`src/rtl/am_insert_lane_tx.sv`:
```
// Per-lane TX alignment marker inserter: every AM_GAP_N data blocks it takes one
// downstream slot for an unscrambled marker carrying the lane encoding and running BIP.
module am_insert_lane_tx #(
    parameter int          BLOCK_W  = 66,
    parameter int          AM_GAP_N = 16383,
    parameter int          CNT_W    = $clog2(AM_GAP_N),
    parameter logic [23:0] LANE_ENC = 24'h477690
) (
    input  logic               clk,
    input  logic               nreset,
    input  logic               slot_v_i,
    input  logic [BLOCK_W-1:0] data_i,
    output logic               ready_o,
    output logic               data_v_o,
    output logic [BLOCK_W-1:0] data_o,
    output logic               am_v_o
);

    typedef enum logic {
        ST_DATA = 1'b0,
        ST_MARK = 1'b1
    } state_t;

    localparam logic [CNT_W-1:0] CNT_LAST = CNT_W'(AM_GAP_N - 1);

    // Bit positions that fold into BIP lane k; the sync header lands in lanes 3 and 4.
    function automatic logic [BLOCK_W-1:0] bip_mask(input int k);
        logic [BLOCK_W-1:0] m;
        m = '0;
        for (int j = 0; j < 8; j++) begin
            m[2 + k + 8 * j] = 1'b1;
        end
        if (k == 3) m[0] = 1'b1;
        if (k == 4) m[1] = 1'b1;
        return m;
    endfunction

    state_t             state_q, state_d;
    logic [CNT_W-1:0]   cnt_q, cnt_d;
    logic [7:0]         bip_q, bip_d;
    logic [BLOCK_W-1:0] data_q, data_d;
    logic               data_v_q, data_v_d;
    logic               am_v_q, am_v_d;

    logic [BLOCK_W-1:0] am_block;
    logic [7:0]         bip_data;
    logic [7:0]         bip_am;

    assign am_block = {~bip_q, ~LANE_ENC[23:16], ~LANE_ENC[15:8], ~LANE_ENC[7:0],
                       bip_q, LANE_ENC[23:16], LANE_ENC[15:8], LANE_ENC[7:0], 2'b01};

    for (genvar gi = 0; gi < 8; gi++) begin : g_bip
        localparam logic [BLOCK_W-1:0] MASK = bip_mask(gi);
        assign bip_data[gi] = ^(data_i & MASK);
        assign bip_am[gi]   = ^(am_block & MASK);
    end

    // State register
    always_ff @(posedge clk) begin
        if (!nreset) begin
            state_q  <= ST_MARK;
            cnt_q    <= '0;
            bip_q    <= 8'h00;
            data_q   <= '0;
            data_v_q <= 1'b0;
            am_v_q   <= 1'b0;
        end else begin
            state_q  <= state_d;
            cnt_q    <= cnt_d;
            bip_q    <= bip_d;
            data_q   <= data_d;
            data_v_q <= data_v_d;
            am_v_q   <= am_v_d;
        end
    end

    // Next-state logic: slots with slot_v_i=0 freeze the period count.
    always_comb begin
        state_d = state_q;
        cnt_d   = cnt_q;
        if (slot_v_i) begin
            case (state_q)
                ST_DATA: begin
                    if (cnt_q == CNT_LAST) begin
                        cnt_d   = '0;
                        state_d = ST_MARK;
                    end else begin
                        cnt_d = cnt_q + 1'b1;
                    end
                end
                default: begin
                    state_d = ST_DATA;
                end
            endcase
        end
    end

    // Output / datapath logic
    always_comb begin
        ready_o  = nreset & slot_v_i & (state_q == ST_DATA);
        data_v_d = slot_v_i;
        am_v_d   = 1'b0;
        data_d   = data_q;
        bip_d    = bip_q;
        if (slot_v_i) begin
            if (state_q == ST_DATA) begin
                data_d = data_i;
                bip_d  = bip_q ^ bip_data;
            end else begin
                data_d = am_block;
                am_v_d = 1'b1;
                // The marker itself seeds the parity for the next marker.
                bip_d  = bip_am;
            end
        end
    end

    assign data_v_o = data_v_q;
    assign data_o   = data_q;
    assign am_v_o   = am_v_q;

endmodule

```
`config.mk`:
```
export PLATFORM = sky130hd
export DESIGN_NAME = am_insert_lane_tx
export DESIGN_NICKNAME = d
export VERILOG_FILES = /design/src/rtl/am_insert_lane_tx.sv
export SDC_FILE = /design/constraint.sdc
export NUM_CORES = 1
export LEC_CHECK = 0
export ABC_AREA = 1
export CORE_UTILIZATION = 40
export DETAILED_ROUTE_END_ITERATION = 10
export GPL_TIMING_DRIVEN = 0
export PLACE_DENSITY = 0.67
export SETUP_SLACK_MARGIN = 0.5
export SYNTH_ARGS = -nofsm -noshare
export SYNTH_HDL_FRONTEND = slang
export SYNTH_SLANG_ARGS = --single-unit
```
`constraint.sdc`:
```
create_clock -name clk -period 2.29 [get_ports clk]
set_clock_uncertainty 0.15 [all_clocks]
set_input_delay 0.458 -clock clk [delete_from_list [all_inputs] [get_ports clk]]
set_output_delay 0.458 -clock clk [all_outputs]
set_load 0.01 [all_outputs]
```
==> results.md, run 1 <==
* Setup-failing EPs final at 0
* Critical Path, Cell by Cell: buf_6, nor2_4, buf_6, buf_8, buf_6
* Nature of the critical path startpoint: flop
* Crit path kind: reg -> out
* Initial antenna violation count at 0
* Clock sink count at around 90
* FILL cells at between 1,000 and 1,500
* Die H at about 110 um
* Syn Nets at around 700
* Crit-path max cell delay at around 0.32 ns
* Sw power at around 1.1 mW
* Largest net degree at the start of global routing at 17
* CTS max path bufs at 2
* Post-synth EDFFs at 0
* Synth top area share at 39.64%
* Detail Placement HPWL at 9822 um
* Global-route wire length before repair at around 20,000 um
* Synth cell count leaders: nand2_1, dfxtp_1, inv_1
* Post-Syn Area at 0.004596 sq mm
* Final Non-Filler Cells at 922
* Max Freq at 565.1 MHz
* LEAKAGE at about 3.1 nW
* RR Startpoint: cnt_q[1]$_SDFFE_PN0P_
* Critical path depth at 5
* Layout Nets at between 800 and 900
* DRC Markers at 0
* Synth Instances at 628
* Hold Crit Start: data_i[23]
* Critical-path top delay cell: dfxtp_2
* Netlist cell types at 32
* Worst-case reg-to-reg path depth at 8
* Top cells by area, synth: dfxtp_1, nand2_1, xnor2_1, xor2_1, inv_1
* CTS Buf Count at 9
* Via density at 4.897
* Overall routing resource usage at 22.39%
* Die area at 0.01192 sq mm
* Worst Setup SP: state_q$_SDFFE_PN1P_
* Max H-tree Level at 3
* Part of the Yosys area used for sequential elements at 39.64%
* Int Pwr at 2.898 mW
* Starting Density at between 40% and 50%
* Clock power share at 37.8%
* # port buffers at 132
* Worst Path Arrival at 1.16 ns
* Ys async rst share at 0%
* Placed insts at 900
* # diodes at 0
* Syn_area_per_cell at 7.318 sq um
* Vias in the first global route at 4,283
* RSZ-0062 raised after global routing: yes
* Fin crit share at roughly 77%
* Status: completed
* Post-Route WL at 13,090 um
* Total power per unit cell area at around 630 mW/mm^2
* Die Wd at 109.2 um
* Maximum vdd ir drop at between 0.3 and 0.4 mV
* Flop pwr share at between 40% and 50%
* Clock-pin slew on the worst setup and hold paths at 0.07 ns
* Yosys reg bits at 91
* Comb pwr share at 19.7%
* Layout cell share with drive strength beyond 1 at under 10%
* Yosys Warn Count at 0
* Clock Tree Root: clkbuf_16
* Area grow syn2layout at 38.80%
* Top-count cell post-synth: nand2_1
* Family with the most delay on the worst path: buffers and inverters
* Placer Congestion at 0.8003
* Post-route minimum period at 1.770 ns
* Synth area leader: dfxtp_1
* Hold Path Class: in -> reg
* Num ports at between 100 and 150
* Kind of end point of the critical path: output pin
* Most used cell, CP: buf_6
* Synth Flop Type: dfxtp_1
* Worst setup endpoint: ready_o
* Worst Max-Slew Pin Slew at 0.5786 ns
* WP buf/inv at 4
* WP data required at around 1.7 ns
* R2r endpoint: cnt_q[8]$_SDFFE_PN0P_
* Row count at 38
* Rel. slew slack at 61.43%
* Worst skew pair latency at between 0.3 and 0.4 ns
* Worst Hold Depth at 2
* FF-to-FF setup slack at 0.66 ns
* CP Max Fanout at 5
* DRT antenna net count at 0
* Maxcap violations at 0
* DR iter-0 viols at 170
* Hold WS at 0.2924 ns
* Hold Fails Final Rpt at 0
* First-pass iteration count of the detailed router at 4
* Vias at 4,515
* Grt total ovfl at 0
* Max-slew violations at 0
* CTS tree: done
* Wirelength per Cell at 14.20 um
* Core Area at 0.01103 sq mm
* Net Sw Frac at 28.08%
## layout make-up
cell class	instances	area (sq um)	share of cell area (%)
inverter	61	231.5	3.629
tap	140	175.2	2.746
clock buffer	10	229.0	3.590
timing repair buffer	138	1277	20.03
clock inverter	6	71.32	1.118
multi-input combinational	450	2420	37.94
sequential	91	1823	28.58
buffer	26	151.4	2.373
## worst reg2reg max path, cell delays in order (launching register included)
cell and delay [ns]:
dfxtp_1 0.38, ha_1 0.19, inv_1 0.08, nor3_4 0.28, inv_2 0.10, nor2_4 0.12
xor2_1 0.15, inv_1 0.06, nor2_2 0.06
## power groups by stage
stage	registers, mW	logic (mW)	clock network (mW)
global route	1.72	0.877	1.61
floorplan	1.78	0.397	0
finish	1.71	0.792	1.52
global placement	1.75	0.812	0
detailed placement	1.75	0.828	0
CTS	1.71	0.790	1.55
## metrics by stage
| step | power [mW] | TNS, ns | instance area, sq um | setup slack [ns] | util [%] |
|---|---|---|---|---|---|
| after floorplan | 2.176 | 0 | 4596 | 0.5582 | - |
| after global placement | 2.560 | -1.655 | 6092 | -0.6575 | 55.23 |
| after detailed placement | 2.579 | -1.228 | 6092 | -0.6542 | 55.23 |
| after CTS | 4.049 | 0 | 6341 | 0.4201 | 57.49 |
| after global routing | 4.213 | 0 | 6379 | 0.4792 | 57.83 |
| final | 4.029 | 0 | 6379 | 0.5203 | 57.83 |
## routing by layer
layer | vias to the layer above | global-route usage, % | wire length, um
li1 | 2310 | - | -
met4 | 0 | 6.952 | 209
met2 | 129 | 40.52 | 6294
met5 | - | 0 | 0
met1 | 2061 | 26.08 | 5879
met3 | 15 | 4.961 | 706
## worst min-delay path by stage
stage	endpoint	slack, ns
floorplan	bip_q[4]$_SDFFE_PN0P_	0.31
global placement	data_o[29]$_SDFFE_PN0P_	0.29
detailed placement	data_o[26]$_SDFFE_PN0P_	0.30
CTS	data_o[23]$_SDFFE_PN0P_	0.28
global route	data_o[23]$_SDFFE_PN0P_	0.30
finish	data_o[23]$_SDFFE_PN0P_	0.29
## state kept, by name (all words and copies together) (netlist names)
signal and flops:
data_o 66, state_q 1, am_v_o 1, data_v_o 1, cnt_q 14, bip_q 8
## what timing repair did
item	4_1_cts	5_1_grt
hold buffers	0	0
setup buffers	1	5
resized for setup	83	3
pin swaps	0	1
setup endpoints to repair	129	5
## layout by cell type (no fill, tap or decap), drive strengths merged, types with 2 or more instances in the layout
master / count
nor2: 46
o211ai: 2
clkdlybuf4s50: 62
a21oi: 12
dlygate4sd2: 68
dfxtp: 91
o221a: 18
o21ai: 35
buf: 27
nand2: 215
xnor2: 31
nor3: 8
nand3: 27
clkbuf: 17
clkinv: 3
nand4: 4
ha: 2
xor2: 27
a22o: 17
inv: 62
and3: 2
## kinds of logic (layout without fill, tap and decap cells)
family / Yosys count / after routing / synth area share (%)
fa+ha+maj: 2 / 2 / 0.5444
simple gates: 304 / 304 / 27.33
buf+inv: 87 / 241 / 8.032
compound gates: 86 / 86 / 13.40
flops: 91 / 91 / 39.64
xor+xnor: 58 / 58 / 11.05
(Power assumes the default switching activity.)
==> inputs of run 2 (changes only) <==
- PLACE_DENSITY: 0.67 -> 0.69
- clock period: 2.29 -> 1.5 ns (I/O delays scaled with it)
==> run 2 against run 1 <==
  * The run now ends with negative setup slack left
  * Core utilization rose by 6.7 points
  * Cell count grew 3.0%
  * Die area did not move
  * Critical path depth unchanged
  * Sequential share of layout area decreased by 1.6 points
  * Clock power is 50% higher
  * Combinational power grew 77%
==> results.md, run 2 (same netlist as run 1, synthesis figures left out) <==
* Area occupied by multi-input gates at 0.002634 sq mm
* CTS Buf Count at 9
* Failing checks: negative setup slack
* Placer Congestion at between 0.8 and 0.9
* Vias at ~4,800
* Most used cell, CP: buf_6
* Global-route wire length before repair at 22,110 um
* Post-route minimum period at ~1.6 ns
* Setup-failing EPs final at 9
* CTS Hold Bufs at 0
* CP Max Fanout at 2
* Post-Route WL at 14,380 um
* Max-slew violations at 0
* Fin crit share at 107.5%
* Fin util at around 64%
* Reg area at between 0.0015 and 0.002 sq mm
* RSZ-0062 raised after global routing: yes
* DR iter-0 viols at 200
* Layout Nets at 876
* Total power per unit cell area at between 800 and 900 mW/mm^2
* Max reg flops at 66
* Design Area, Final at about 0.0071 sq mm
* Worst Max-Slew Pin Slew at 0.5845 ns
* Vias in the first global route at 4,507
* Critical-path top delay cell: dfxtp_2
* Via density at 5.013
* Initial antenna violation count at 0
* LEAKAGE at around 3.5 nW
* Commonest non-fill, non-tap cell in the layout: nand2_1
* Grt total ovfl at 0
* # port buffers at 132
* Hold Path Class: in -> reg
* FILL cells at 950
* First-pass iteration count of the detailed router at 4
* Crit path kind: reg -> out
* DRC Markers at 0
* Die H at 109.2 um
* Nature of the critical path startpoint: flop
* Clock-pin slew on the worst setup and hold paths at 0.07 ns
* Overall routing resource usage at 24.24%
* Int Pwr at 4.559 mW
* Status: complete, but fails checks
* Max Freq at roughly 620 MHz
* Critical Path, Cell by Cell: buf_6, nor2_4, buf_6, buf_8, buf_6
* Starting Density at 41.66%
* Hold Fails Final Rpt at 0
* Max H-tree Level at 3
* Area grow syn2layout at 54.78%
* WP data required at 1.05 ns
* Net Sw Frac at 28.27%
* Largest net degree at the start of global routing at 16
* DRT antenna net count at 0
* Worst Path Arrival at 1.16 ns
* Kind of end point of the critical path: output pin
* Detail Placement HPWL at 9894 um
* Setup ws final at -0.1125 ns
* Maxcap violations at 0
* Die area at around 0.012 sq mm
* Clock Tree Root: clkbuf_16
* Crit-path max cell delay at approximately 0.32 ns
* Commonest non-fill, non-tap cells in the layout: nand2_1, buf_6, dfxtp_2
* Rel. slew slack at 61.03%
* Num ports at 138
* Clock power share at 35.9%
* Placed cell area at approximately 0.006 sq mm
* CTS max path bufs at 2
* WP buf/inv at 4
* Family with the most delay on the worst path: buffers and inverters
* Comb pwr share at approximately 22%
* Flop pwr share at about two fifths
* Row count at 38
* Sw power at 1.797 mW
* # diodes at 0
* Worst skew pair latency at 0.34 ns
* Layout cell share with drive strength beyond 1 at 37.90%
* CTS tree: done
* Core Area at 0.01103 sq mm
* Clock sink count at a little over 90
* Maximum vdd ir drop at about 0.58 mV
* Die Wd at between 100 and 150 um
* Wirelength per Cell at 15.13 um
[run 2: cell types whose count changed in the layout (fill, tap and decap cells not counted), sizes merged]
cell           delta
dlymetal6s2s      +7
clkdlybuf4s15     +6
clkdlybuf4s50    -57
inv               -2
clkbuf           +19
clkinvlp          +2
dlygate4sd2      -39
buf              +92
[run 2: worst paths after layout]
path / depth (start not counted) / to / slack, ns / start
worst max-delay path: 5 / ready_o / -0.11 / state_q$_SDFFE_PN1P_
worst min-delay path: 3 / data_o[9]$_SDFFE_PN0P_ / 0.05 / data_i[9]
worst min register to register: 2 / data_o[13]$_SDFFE_PN0P_ / 0.31 / data_o[13]$_SDFFE_PN0P_
worst max register to register: 11 / cnt_q[11]$_SDFFE_PN0P_ / -0.08 / state_q$_SDFFE_PN1P_
[run 2: worst register-to-register path, delay by kind of cell, from the launching register on]
kind,cells,cell delay (ns)
buffers and inverters,5,0.52
DFF,1,0.32
and+or+nand+nor,6,0.48
[run 2: metal layers]
| metal | global-route usage [%] | vias to the layer above | part of all wire, % |
|---|---|---|---|
| met5 | 0 | - | 0 |
| met1 | 29.07 | 2216 | 42 |
| met2 | 41.78 | 156 | 49 |
| met4 | 9.714 | 0 | 1.7 |
| met3 | 5.439 | 23 | 7.2 |
| li1 | - | 2367 | - |
[run 2: per-stage QoR]
step | TNS, ns | std cells | power, mW | hold WS, ns | setup WS (ns)
final | -0.5506 | 950 | 6.356 | 0.05401 | -0.1125
after global routing | -1.781 | 950 | 6.654 | 0.07897 | -0.2029
after CTS | -0.4909 | 937 | 6.306 | 0.1087 | -0.1031
after detailed placement | -43.60 | 900 | 3.958 | 0.3012 | -1.021
after global placement | -40.61 | 900 | 3.924 | 0.2938 | -1.013
after floorplan | 0 | 628 | 3.337 | 0.2632 | 0.1275
[run 2: power groups by stage]
stage | combinational (mW) | sequential [mW] | clock (mW)
2_1_floorplan | 0.620 | 2.72 | 0
3_3_place_gp | 1.25 | 2.67 | 0
3_5_place_dp | 1.28 | 2.67 | 0
4_1_cts | 1.33 | 2.66 | 2.32
5_1_grt | 1.55 | 2.68 | 2.42
6_report | 1.40 | 2.67 | 2.28
[run 2: repair_timing]
action,4_1_cts,5_1_grt
endpoints found under the hold margin,0,0
setup buffers,19,12
gates cloned,2,1
endpoints found under the setup margin,160,160
gates resized for setup,484,114
pin swaps,24,25
[run 2: final cells by class]
class | count | share of cell area [%]
multi-input cells | 450 | 37.03
flip-flops and latches | 91 | 26.93
repair buffers | 166 | 23.01
inverters | 61 | 3.360
clock buffers | 10 | 3.219
plain buffers | 26 | 3.061
well taps | 140 | 2.463
clock inverters | 6 | 0.9323
==> inputs of run 3 (changes only) <==
- PLACE_DENSITY: 0.69 -> 0.78
==> run 3 against run 2 <==
  * The run still ends with negative setup slack left
  * Via count is 4.9% higher
  * Maximum frequency fell by 3.8%
  * Highest routed layer unchanged
  * Worst hold slack better by 0.019 ns
  * Non-clock buffer count rose by 14
  * Clock-buffer cell count is 1 lower
  * Sequential share of layout area is 1.3 points lower
  * Total power rose by 3.3%
==> results.md, run 3 (same netlist as run 1, synthesis figures left out) <==
* Maxcap violations at 0
* Initial antenna violation count at 0
* Max reg flops at 66
* DRC Markers at 0
* DRT antenna net count at 0
* Clock sink count at 91
* Design Area, Final at 0.007473 sq mm
* Worst setup endpoint: ready_o
* Max Freq at between 500 and 600 MHz
* Area grow syn2layout at 62.62%
* Worst skew pair latency at 0.34 ns
* Crit path kind: reg -> out
* Status: complete, but fails checks
* Max-slew violations at 0
* CTS tree: done
* Placer Congestion at between 0.8 and 0.9
* Die Wd at ~110 um
* RSZ-0062 raised after global routing: yes
* Post-route minimum period at 1.675 ns
* # diodes at 0
* Commonest non-fill, non-tap cell in the layout: nand2_1
* Die H at 109.2 um
* Max H-tree Level at 3
* Worst Setup SP: state_q$_SDFFE_PN1P_
* RR Startpoint: state_q$_SDFFE_PN1P_
* Worst Path Arrival at 1.23 ns
* Largest net degree at the start of global routing at 17
* # port buffers at between 100 and 150
* Worst Max-Slew Pin Slew at 0.6050 ns
* Worst-case reg-to-reg path depth at 10
* Global-route wire length before repair at 22,260 um
* Vias at 4,996
* Nature of the critical path startpoint: flop
* FILL cells at a little over 800
* FF-to-FF setup slack at -0.13 ns
* Total power per unit cell area at 878.3 mW/mm^2
* Commonest non-fill, non-tap cells in the layout: nand2_1, buf_6, dfxtp_2
* Failing checks: negative setup slack
* Via density at between 5 and 6
* Fin util at 67.75%
* CTS Buf Count at 9
* Wirelength per Cell at 16.56 um
* Layout cell share with drive strength beyond 1 at 42.96%
* Grt total ovfl at 0
* Starting Density at 41.66%
* Hold Crit Start: data_i[17]
* First-pass iteration count of the detailed router at 5
* LEAKAGE at 3.550 nW
* CTS max path bufs at 2
* Clock-pin slew on the worst setup and hold paths at 0.07 ns
* Fin crit share at 111.7%
* DR iter-0 viols at about 330
* WP data required at around 1.1 ns
* Rel. slew slack at 59.66%
* Setup ws final at -0.1755 ns
* Placed cell area at 0.006153 sq mm
* Overall routing resource usage at 24.44%
* Row count at 38
* Detail Placement HPWL at 10,050 um
* Vias in the first global route at 4,624
* Layout Nets at 890
* Hold Path Class: in -> reg
* Post-Route WL at 15,960 um
* Die area at between 0.01 and 0.015 sq mm
* Hold Fails Final Rpt at 0
* CP Max Fanout at 3
* R2r endpoint: cnt_q[5]$_SDFFE_PN0P_
* Hold WS at about 0.073 ns
* Maximum vdd ir drop at 0.8268 mV
* Core Area at 0.01103 sq mm
* Num ports at 138
* Clock Tree Root: clkbuf_16
* Setup-failing EPs final at 38
* Kind of end point of the critical path: output pin
[run 3: worst min-delay path by stage]
stage	slack [ns]	cells past startpoint	to
6_report	0.07	3	data_o[17]$_SDFFE_PN0P_
5_1_grt	0.07	3	data_o[24]$_SDFFE_PN0P_
4_1_cts	0.11	2	data_o[23]$_SDFFE_PN0P_
3_5_place_dp	0.30	2	data_o[27]$_SDFFE_PN0P_
3_3_place_gp	0.29	2	data_o[27]$_SDFFE_PN0P_
2_1_floorplan	0.26	2	data_o[58]$_SDFFE_PN0P_
[run 3: critical path, cell delays in order (launching register included)]
cell	delay [ns]
dfxtp_2	0.32
buf_6	0.12
nor2_4	0.10
buf_6	0.12
buf_8	0.11
buf_6	0.10
[run 3: stage by stage]
step	setup slack (ns)	power, mW	cells	TNS (ns)
final	-0.1755	6.564	964	-2.814
after global routing	-0.2040	6.839	964	-4.249
after global placement	-0.9877	3.916	900	-36.19
after CTS	-0.1038	6.389	943	-0.8464
after detailed placement	-1.003	3.959	900	-38.20
after floorplan	0.1275	3.337	628	0
[run 3: final cells by class]
type / count / area [sq um] / area share, %
clock buffers: 9 / 225.2 / 3.014
plain buffers: 26 / 266.5 / 3.566
repair buffers: 180 / 1805 / 24.16
multi-input cells: 450 / 2764 / 36.98
clock inverters: 7 / 73.82 / 0.9878
well taps: 140 / 175.2 / 2.344
inverters: 61 / 251.5 / 3.365
flip-flops and latches: 91 / 1912 / 25.58
[run 3: report_power, final]
group,internal [mW],switching (mW),leakage [nW]
combinational,0.780,0.797,2.63
sequential,2.57,0.105,0.772
clock,1.30,1.01,0.146
[run 3: layer usage]
| metal | global-route usage (%) | share of wire, % | vias up |
|---|---|---|---|
| met5 | 0 | 0 | - |
| met4 | 7.143 | 3.1 | 0 |
| met3 | 5.918 | 7.7 | 42 |
| met2 | 44.43 | 51 | 225 |
| met1 | 28.18 | 39 | 2328 |
| li1 | - | - | 2401 |
[run 3: repair_timing]
action,in CTS,in global routing
pin swaps,23,48
setup buffers,24,16
cloned,3,5
setup endpoints to repair,160,159
hold buffers,0,0
gates resized for setup,530,146
